==> src/rtl/multi_clock_divider_pkg.sv <==
// Shared constants and helpers for the multi-channel CLOCK_50 divider.
// Optional sync clear is enabled by MULTI_CLOCK_DIVIDER_SYNC_CLR_EN (see top).
package multi_clock_divider_pkg;

    localparam int CLK_HZ             = 50_000_000;
    localparam int DEFAULT_HALF_100HZ = 250_000;

    // Channel-select width; a single channel still gets a 1-bit select port.
    function automatic int ch_w(input int n);
        return (n > 1) ? $clog2(n) : 1;
    endfunction

    function automatic int half_for_hz(input int hz);
        return CLK_HZ / (2 * hz);
    endfunction

endpackage

==> src/rtl/clock_div_channel.sv <==
// One divider channel: half-period register, divider counter, square output,
// rise tick and tick event counter, all in the CLOCK_50 domain.
module clock_div_channel
    import multi_clock_divider_pkg::*;
#(
    parameter int DIV_W        = 26,
    parameter int CNT_W        = 10,
    parameter int DEFAULT_HALF = DEFAULT_HALF_100HZ
) (
    input  logic             CLOCK_50,
    input  logic             RESET_N,
    input  logic             en,
    input  logic             wr,
    input  logic [DIV_W-1:0] wr_half,
    input  logic             clr,
    output logic             sq_out,
    output logic             tick,
    output logic [CNT_W-1:0] count
);

    logic [DIV_W-1:0] half;
    logic [DIV_W-1:0] div_cnt;
    logic [DIV_W-1:0] eff_half;
    logic             terminal;

    // A zero half-period behaves as one so the output toggles every cycle.
    assign eff_half = (half == '0) ? DIV_W'(1) : half;
    assign terminal = (div_cnt == eff_half - DIV_W'(1));

    always_ff @(posedge CLOCK_50 or negedge RESET_N) begin
        if (!RESET_N) begin
            half    <= DIV_W'(DEFAULT_HALF);
            div_cnt <= '0;
            sq_out  <= 1'b0;
            tick    <= 1'b0;
            count   <= '0;
        end else begin
            // The counter trails tick by one cycle so every tick is accounted.
            count <= count + CNT_W'(tick);
            tick  <= 1'b0;
            if (clr) begin
                div_cnt <= '0;
                sq_out  <= 1'b0;
            end else if (wr) begin
                half    <= wr_half;
                div_cnt <= '0;
            end else if (en) begin
                if (terminal) begin
                    div_cnt <= '0;
                    sq_out  <= ~sq_out;
                    tick    <= ~sq_out;
                end else begin
                    div_cnt <= div_cnt + DIV_W'(1);
                end
            end
        end
    end

endmodule

==> src/rtl/multi_clock_divider.sv <==
// NUM_CH independent square-wave dividers off CLOCK_50 with runtime half-periods.
// Define MULTI_CLOCK_DIVIDER_SYNC_CLR_EN to add the sync_clr phase-align input.
module multi_clock_divider
    import multi_clock_divider_pkg::*;
#(
    parameter int NUM_CH       = 2,
    parameter int DIV_W        = 26,
    parameter int CNT_W        = 10,
    parameter int DEFAULT_HALF = DEFAULT_HALF_100HZ
) (
    input  logic                      CLOCK_50,
    input  logic                      RESET_N,
`ifdef MULTI_CLOCK_DIVIDER_SYNC_CLR_EN
    input  logic                      sync_clr,
`endif
    input  logic [NUM_CH-1:0]         ch_en,
    input  logic                      wr_en,
    input  logic [ch_w(NUM_CH)-1:0]   wr_ch,
    input  logic [DIV_W-1:0]          wr_half,
    output logic [NUM_CH-1:0]         sq_out,
    output logic [NUM_CH-1:0]         tick,
    output logic [NUM_CH*CNT_W-1:0]   count
);

    localparam int CH_W = ch_w(NUM_CH);

    logic clr_all;

`ifdef MULTI_CLOCK_DIVIDER_SYNC_CLR_EN
    assign clr_all = sync_clr;
`else
    assign clr_all = 1'b0;
`endif

    // Selects at or above NUM_CH match no channel, so such writes fall away.
    for (genvar i = 0; i < NUM_CH; i++) begin : g_ch
        logic wr_sel;

        assign wr_sel = wr_en && (wr_ch == CH_W'(i));

        clock_div_channel #(
            .DIV_W        (DIV_W),
            .CNT_W        (CNT_W),
            .DEFAULT_HALF (DEFAULT_HALF)
        ) u_ch (
            .CLOCK_50 (CLOCK_50),
            .RESET_N  (RESET_N),
            .en       (ch_en[i]),
            .wr       (wr_sel),
            .wr_half  (wr_half),
            .clr      (clr_all),
            .sq_out   (sq_out[i]),
            .tick     (tick[i]),
            .count    (count[i*CNT_W +: CNT_W])
        );
    end

endmodule

==> config.mk <==
export PLATFORM = sky130hd
export DESIGN_NAME = multi_clock_divider
export DESIGN_NICKNAME = d
export VERILOG_FILES = /design/src/rtl/multi_clock_divider_pkg.sv /design/src/rtl/clock_div_channel.sv /design/src/rtl/multi_clock_divider.sv
export SDC_FILE = /design/constraint.sdc
export NUM_CORES = 1
export LEC_CHECK = 0
export ABC_AREA = 1
export BUFFER_PORTS_ARGS = -buffer_cell sky130_fd_sc_hd__buf_2
export CAP_MARGIN = 20
export CELL_PAD_IN_SITES_DETAIL_PLACEMENT = 0
export CELL_PAD_IN_SITES_GLOBAL_PLACEMENT = 1
export CORE_MARGIN = 2
export CORE_UTILIZATION = 45
export CTS_BUF_LIST = sky130_fd_sc_hd__clkbuf_16
export DETAILED_ROUTE_END_ITERATION = 12
export MAX_ROUTING_LAYER = met4
export PLACE_DENSITY = 0.89
export SETUP_SLACK_MARGIN = 0.3
export SYNTH_ARGS = -nofsm -noshare
export SYNTH_HDL_FRONTEND = slang
export SYNTH_HIERARCHICAL = 1
export SYNTH_SLANG_ARGS = --single-unit
==> constraint.sdc <==
create_clock -name CLOCK_50 -period 4.1 [get_ports CLOCK_50]
set_clock_uncertainty 0.2 [all_clocks]
set_input_delay 0.205 -clock CLOCK_50 [delete_from_list [all_inputs] [get_ports CLOCK_50]]
set_output_delay 0.205 -clock CLOCK_50 [all_outputs]
set_load 0.05 [all_outputs]
# Word-level counts from Yosys, hierarchy flattened
# Cells that the tools add are included.
[totals]
output_inout_bits = 24
latchBits = 0
romBits = 0
mem_count = 0
reg_bits = 128
elab_cells = 45
in_bits = 32
ram_bits = 0
[classes]
order_cmp = 0
n_shift = 0
bitwise_logic = 5
reduce_logical = 8
mul = 0
n_mux = 14
n_div = 0
addsub = 6
n_eq_ne = 2
[ops]
columns = ["cell", "count"]
rows = [
  ["$mux 26", 8],
  ["$add 26x1->26 const B", 2],
  ["$eq 26x26->1", 2],
  ["$logic_not 26->1", 2],
  ["$sub 26x1->26 const B", 2],
  ["$add 10x1->10", 2],
  ["$mux 1", 6],
  ["$reduce_and 3->1", 2],
  ["$not 1->1", 5],
  ["$reduce_bool 2->1", 2],
  ["$logic_and 1x1->1", 2],
]

# Longest topological paths before layout
[logic_depth]
depth_word = 7
depth_mapped = 23
mapped_depth_nobuf = 23

# Modules after synthesis
# The synthesis kept the hierarchy.
[by_module_without_submodules]
columns = ["module", "seq_area_each_um2", "cells_each", "area_per_inst_um2", "n_inst"]
rows = [
  ["clock_div_channel (g_ch[1].u_ch)", 1610.3, 612, 4463.0, 1],
  ["clock_div_channel (g_ch[0].u_ch)", 1610.3, 597, 4325.4, 1],
  ["multi_clock_divider", 0.0, 5, 21.3, 1],
]

# Worst setup path after synthesis
# OpenSTA, ideal clock, no wires.
[synth_timing]
path_type = "reg-to-reg"
from = "register g_ch[1].u_ch.half[4]"
to = "register g_ch[1].u_ch.div_cnt[0]"
arrival_ps = 2597
slack_ps = 1181
required_ps = 3778
period_less_slack_ps = 2919
n_path_buf = 1
stages_incl_launch_ff = 23
setup_ps = 122
path_cell_list = "dfstp_2 nor2_1 nand2_1 nor2_1 nand2_1 nor2_1 nor2_2 ha_1 nand2_1 nor2_1 nand2_1 nor2_2 nand2_1 xor2_1 inv_1 nand3_1 nor2_1 nand2_1 nor2_1 nand2_1 nand3_2 buf_6 a21oi_2"
[synth_via]
elab_chain_len = 7
[synth_rtl]
columns = ["item", "line", "text"]
rows = [
  ["start: declaration", "clock_div_channel.sv:21", "logic [DIV_W-1:0] half;"],
  ["start signal: assignment", "clock_div_channel.sv:32", "half <= DIV_W'(DEFAULT_HALF);"],
  ["start signal: assignment", "clock_div_channel.sv:45", "half <= wr_half;"],
  ["$logic_not 26->1", "clock_div_channel.sv:27", "assign eff_half = (half == '0) ? DIV_W'(1) : half;"],
  ["$mux 26 (*)", "clock_div_channel.sv:27", ""],
  ["$sub 26x1->26 (*)", "clock_div_channel.sv:28", "assign terminal = (div_cnt == eff_half - DIV_W'(1));"],
  ["$eq 26x26->1 (*)", "clock_div_channel.sv:28", ""],
  ["$mux 26 (*)", "clock_div_channel.sv:48", "if (terminal) begin"],
  ["$mux 26 (*)", "clock_div_channel.sv:47", "end else if (en) begin"],
  ["$mux 26 (*)", "clock_div_channel.sv:44", "end else if (wr) begin"],
  ["end signal: assignment", "clock_div_channel.sv:53", "div_cnt <= div_cnt + DIV_W'(1);"],
  ["end: declaration", "clock_div_channel.sv:22", "logic [DIV_W-1:0] div_cnt;"],
]
# Every way passes the cells marked *; elsewhere a longest branch is shown, timed or not. The select of a mux whose other input is x is not followed.
# A chain may end at the register's enable or synchronous reset.

# Final worst setup path
[layout_timing]
from = "register g_ch[0].u_ch.half[17]"
to = "register g_ch[0].u_ch.div_cnt[18]"
[layout_via]
elab_chain_len = 7
[layout_rtl]
columns = ["item", "line"]
rows = [
  ["start: declaration", "clock_div_channel.sv:21"],
  ["start signal: assignment", "clock_div_channel.sv:32"],
  ["start signal: assignment", "clock_div_channel.sv:45"],
  ["$logic_not 26->1", "clock_div_channel.sv:27"],
  ["$mux 26 (*)", "clock_div_channel.sv:27"],
  ["$sub 26x1->26 (*)", "clock_div_channel.sv:28"],
  ["$eq 26x26->1 (*)", "clock_div_channel.sv:28"],
  ["$mux 26 (*)", "clock_div_channel.sv:48"],
  ["$mux 26 (*)", "clock_div_channel.sv:47"],
  ["$mux 26 (*)", "clock_div_channel.sv:44"],
  ["end signal: assignment", "clock_div_channel.sv:53"],
  ["end: declaration", "clock_div_channel.sv:22"],
]
# Marked as above.

==> flow_metrics.env <==
export IMPL_synth_area_mm2=0.00881
export IMPL_async_flop_share=1.00
export IMPL_synth_warning_count=6
export IMPL_finalNetCount=1356
export IMPL_min_from="wr_ch"
export IMPL_clock_sinks=128
export IMPL_setup_viol=0
export IMPL_min_path_type="input port to flop"
export IMPL_critPathMaxFanout=19
export IMPL_r2r_end="g_ch[0].u_ch/div_cnt[18]"
export IMPL_rsz0062_at_grt="false"
export IMPL_final_common_cell="nand2_1"
export IMPL_end_kind="flop"
export IMPL_p_leak_nw=4.72
export IMPL_cts_inserted_buffers=17
export IMPL_areaGrowthSynthToFinish_pct=18.4
export IMPL_core_area_mm2=0.0193
export IMPL_grt_pass1_wl_mm=38.6
export IMPL_max_vdd_ir_drop_mv=0.264
export IMPL_reg2reg_depth=22
export IMPL_p_switching_mw=1.39
export IMPL_htree_levels=4
export IMPL_cp_slowest_cell="dfstp_2"
export IMPL_max_slew_margin=0.341
export IMPL_power_density_mw_per_mm2=402
export IMPL_root_buffer="clkbuf_16"
export IMPL_clk_pin_slew_worst_paths_ns=0.06
export IMPL_gp_congestion=1.00
export IMPL_yosysUniqueCellTypes=46
export IMPL_hold_slack_ns=0.0223
export IMPL_antenna_found_initial=0
export IMPL_final_cell_mix="nand2_1 (332), nor2_1 (151), inv_1 (131)"
export IMPL_fin_crit_sh=0.854
export IMPL_clk_latency_ns=0.43
export IMPL_r2r_slack_ns=0.60
export IMPL_drtIter0Drc=550
export IMPL_worst_slack_ns=0.597
export IMPL_num_vias=8058
export IMPL_grt_pass1_vias=7395
export IMPL_syn_avg_cell_area_um2=7.26
export IMPL_nFillCells=1869
export IMPL_synth_seq_cells=128
export IMPL_cts_tree="done"
export IMPL_fin_crit_ns=3.50
export IMPL_slowest_delay_ns=0.57
export IMPL_start_util=0.456
export IMPL_power_frac_clock=0.398
export IMPL_fmax_mhz=285
export IMPL_grt_util_all_layers=0.247
export IMPL_place_hpwl_mm=18.4
export IMPL_status="finished, final reports clean"
export IMPL_crit_arrival_ns=3.61
export IMPL_seq_area_frac_synth=0.366
export IMPL_synth_cells=1214
export IMPL_critPathLaunchType="flop"
export IMPL_worst_pin_slew_ns=0.988
export IMPL_drc=0
export IMPL_cpMostUsedCell="nand2_1"
export IMPL_swShare=0.330
export IMPL_finalHoldViolCount=0
export IMPL_antenna_cells=0
export IMPL_cap_violations=0
export IMPL_synth_ff_type="dfrtp_1"
export IMPL_hold_path_endpoint="g_ch[0].u_ch/tick"
export IMPL_viasPerCell=5.06
export IMPL_whs_path_depth=5
export IMPL_final_cells=1594
export IMPL_crit_type="flop to flop"
export IMPL_grt_max_degree=78
export IMPL_portBuffers=55
export IMPL_maxSlewViolCount=0
export IMPL_fp_dieH_um=144
export IMPL_critPathRequiredTime_ns=4.20
export IMPL_ios=56
export IMPL_wl_per_cell_um=15.2
export IMPL_combinationalPowerShare=0.237
export IMPL_drive_above_1_share=0.163
export IMPL_wl_mm=24.2
export IMPL_crit_path_start="g_ch[0].u_ch/half[17]"
export IMPL_synth_edf_count=0
export IMPL_fin_setup_tns_ns=0
export IMPL_drtAntennaViolNets=0
export IMPL_overflow=0
export IMPL_die_x_um=144
export IMPL_reg2reg_from="g_ch[0].u_ch/half[17]"
export IMPL_p_int_mw=2.81
export IMPL_seqPwrFrac=0.365
export IMPL_drt_pass1_iter_count=5
export IMPL_row_count=51
export IMPL_pre_cts_ws_ns=0.300
export IMPL_placed_cells=1528
export IMPL_worstPathCellList="nor2_1 > nand2_1 > nor2_1 > nand2_1 > nor2_4 > nor2_2 > ha_1 > nand2_2 > nor2_2 > inv_2 > nor2_2 > nand2_1 > xnor2_1 > inv_1 > nand3_1 > nor2_1 > nand2_1 > nor2_1 > nand2_1 > nand3_4 > buf_12 > o21ai_0"
export IMPL_dpl_cell_area_mm2=0.00942
export IMPL_final_area_mm2=0.0104
export IMPL_die_area_mm2=0.0207
export IMPL_clock_path_buffers=2
-- through the flow --
stage               total power, mW  utilization
finish                         4.19        0.540
global route                   4.42        0.540
CTS                            4.19        0.536
detailed placement             2.48        0.487
global placement               2.48        0.487
floorplan                      2.20            -
-- power groups by stage --
stage | Combinational [mW] | Clock, mW | Sequential (mW)
after floorplan | 0.686 | 0 | 1.52
after global placement | 0.938 | 0 | 1.55
after detailed placement | 0.939 | 0 | 1.54
after CTS | 0.966 | 1.70 | 1.53
after global routing | 1.12 | 1.76 | 1.54
final | 0.995 | 1.67 | 1.53
-- logic make-up after synthesis --
group	count (synthesis)	synth area share
other cells	1	0.000426
flops	128	0.366
fa+ha+maj	8	0.0114
simple gates	668	0.336
compound gates	125	0.0929
buf+inv	165	0.0750
xor+xnor	119	0.118
-- routing by layer --
layer  wire (um)  up-vias  global-route usage
met1       12300     3725               0.362
met5           0        -                   -
met4         340        0              0.0640
met3        1240       31              0.0340
li1            -     4048                   -
met2       10300      254               0.360
-- state kept, by name, indices dropped and copies added, names as in the netlist --
| signal | cells |
|---|---|
| g_ch.u_ch/div_cnt | 52 |
| g_ch.u_ch/count | 20 |
| g_ch.u_ch/tick | 2 |
| g_ch.u_ch/sq_out | 2 |
| g_ch.u_ch/half | 52 |
-- what timing repair did --
action,in CTS,in global routing
endpoints found under the setup margin,2,42
hold buffers,29,0
pin swaps,0,2
hold endpoints to repair,115,0
resized for setup,1,4
cloned,0,0
setup buffers,0,5
-- area by class of cell --
cell class              instances  area (um2)  share of cell area
clock buffers                  17         425              0.0408
clock inverters                15         218              0.0209
inverters                     141         532              0.0510
multi-input cells             930        5010               0.480
flip-flops and latches        128        3220               0.309
well taps                     265         332              0.0318
repair buffers                 98         698              0.0669
-- cells in the mapped netlist (2+ instances only) --
library cell / number / area share
nor3_2: 6 / 0.0068
nor3b_1: 4 / 0.0034
buf_6: 5 / 0.0064
nand3b_1: 4 / 0.0034
ha_1: 8 / 0.011
nor3_1: 25 / 0.014
clkbuf_1: 17 / 0.0072
o211ai_1: 4 / 0.0034
nor2_1: 154 / 0.066
nor4_1: 4 / 0.0028
nand3_1: 68 / 0.039
inv_2: 9 / 0.0038
o21ai_1: 2 / 0.0011
nand4_1: 25 / 0.018
o21ai_2: 38 / 0.038
nand2_2: 8 / 0.0057
nand3_2: 10 / 0.011
a21oi_2: 2 / 0.0020
nand2_1: 332 / 0.14
xnor2_1: 34 / 0.034
dfstp_2: 14 / 0.042
a21oi_1: 5 / 0.0028
o21bai_1: 4 / 0.0034
o221ai_1: 4 / 0.0040
dfrtp_1: 114 / 0.32
xor2_1: 85 / 0.085
o21ai_0: 63 / 0.036
inv_1: 130 / 0.055
nor2_2: 15 / 0.011
nor2_4: 5 / 0.0064
-- critical path, delay by kind of cell (launching register included) --
kind | cells | cell delay [ns]
simple gates | 16 | 1.81
flops | 1 | 0.57
buf+inv | 3 | 0.33
fa+ha+maj | 1 | 0.23
xor+xnor | 1 | 0.15
compound gates | 1 | 0.09
-- how the worst max path moves through the flow --
stage                                     endpoint  slack, ns
after CTS                  g_ch[1].u_ch/div_cnt[4]       0.44
final                     g_ch[0].u_ch/div_cnt[18]       0.60
after global routing      g_ch[0].u_ch/div_cnt[20]       0.29
after global placement     g_ch[1].u_ch/div_cnt[0]       0.42
after detailed placement   g_ch[1].u_ch/div_cnt[1]       0.30
after floorplan            g_ch[1].u_ch/div_cnt[0]       1.18
No activity file was read; power rests on OpenSTA's default activity.
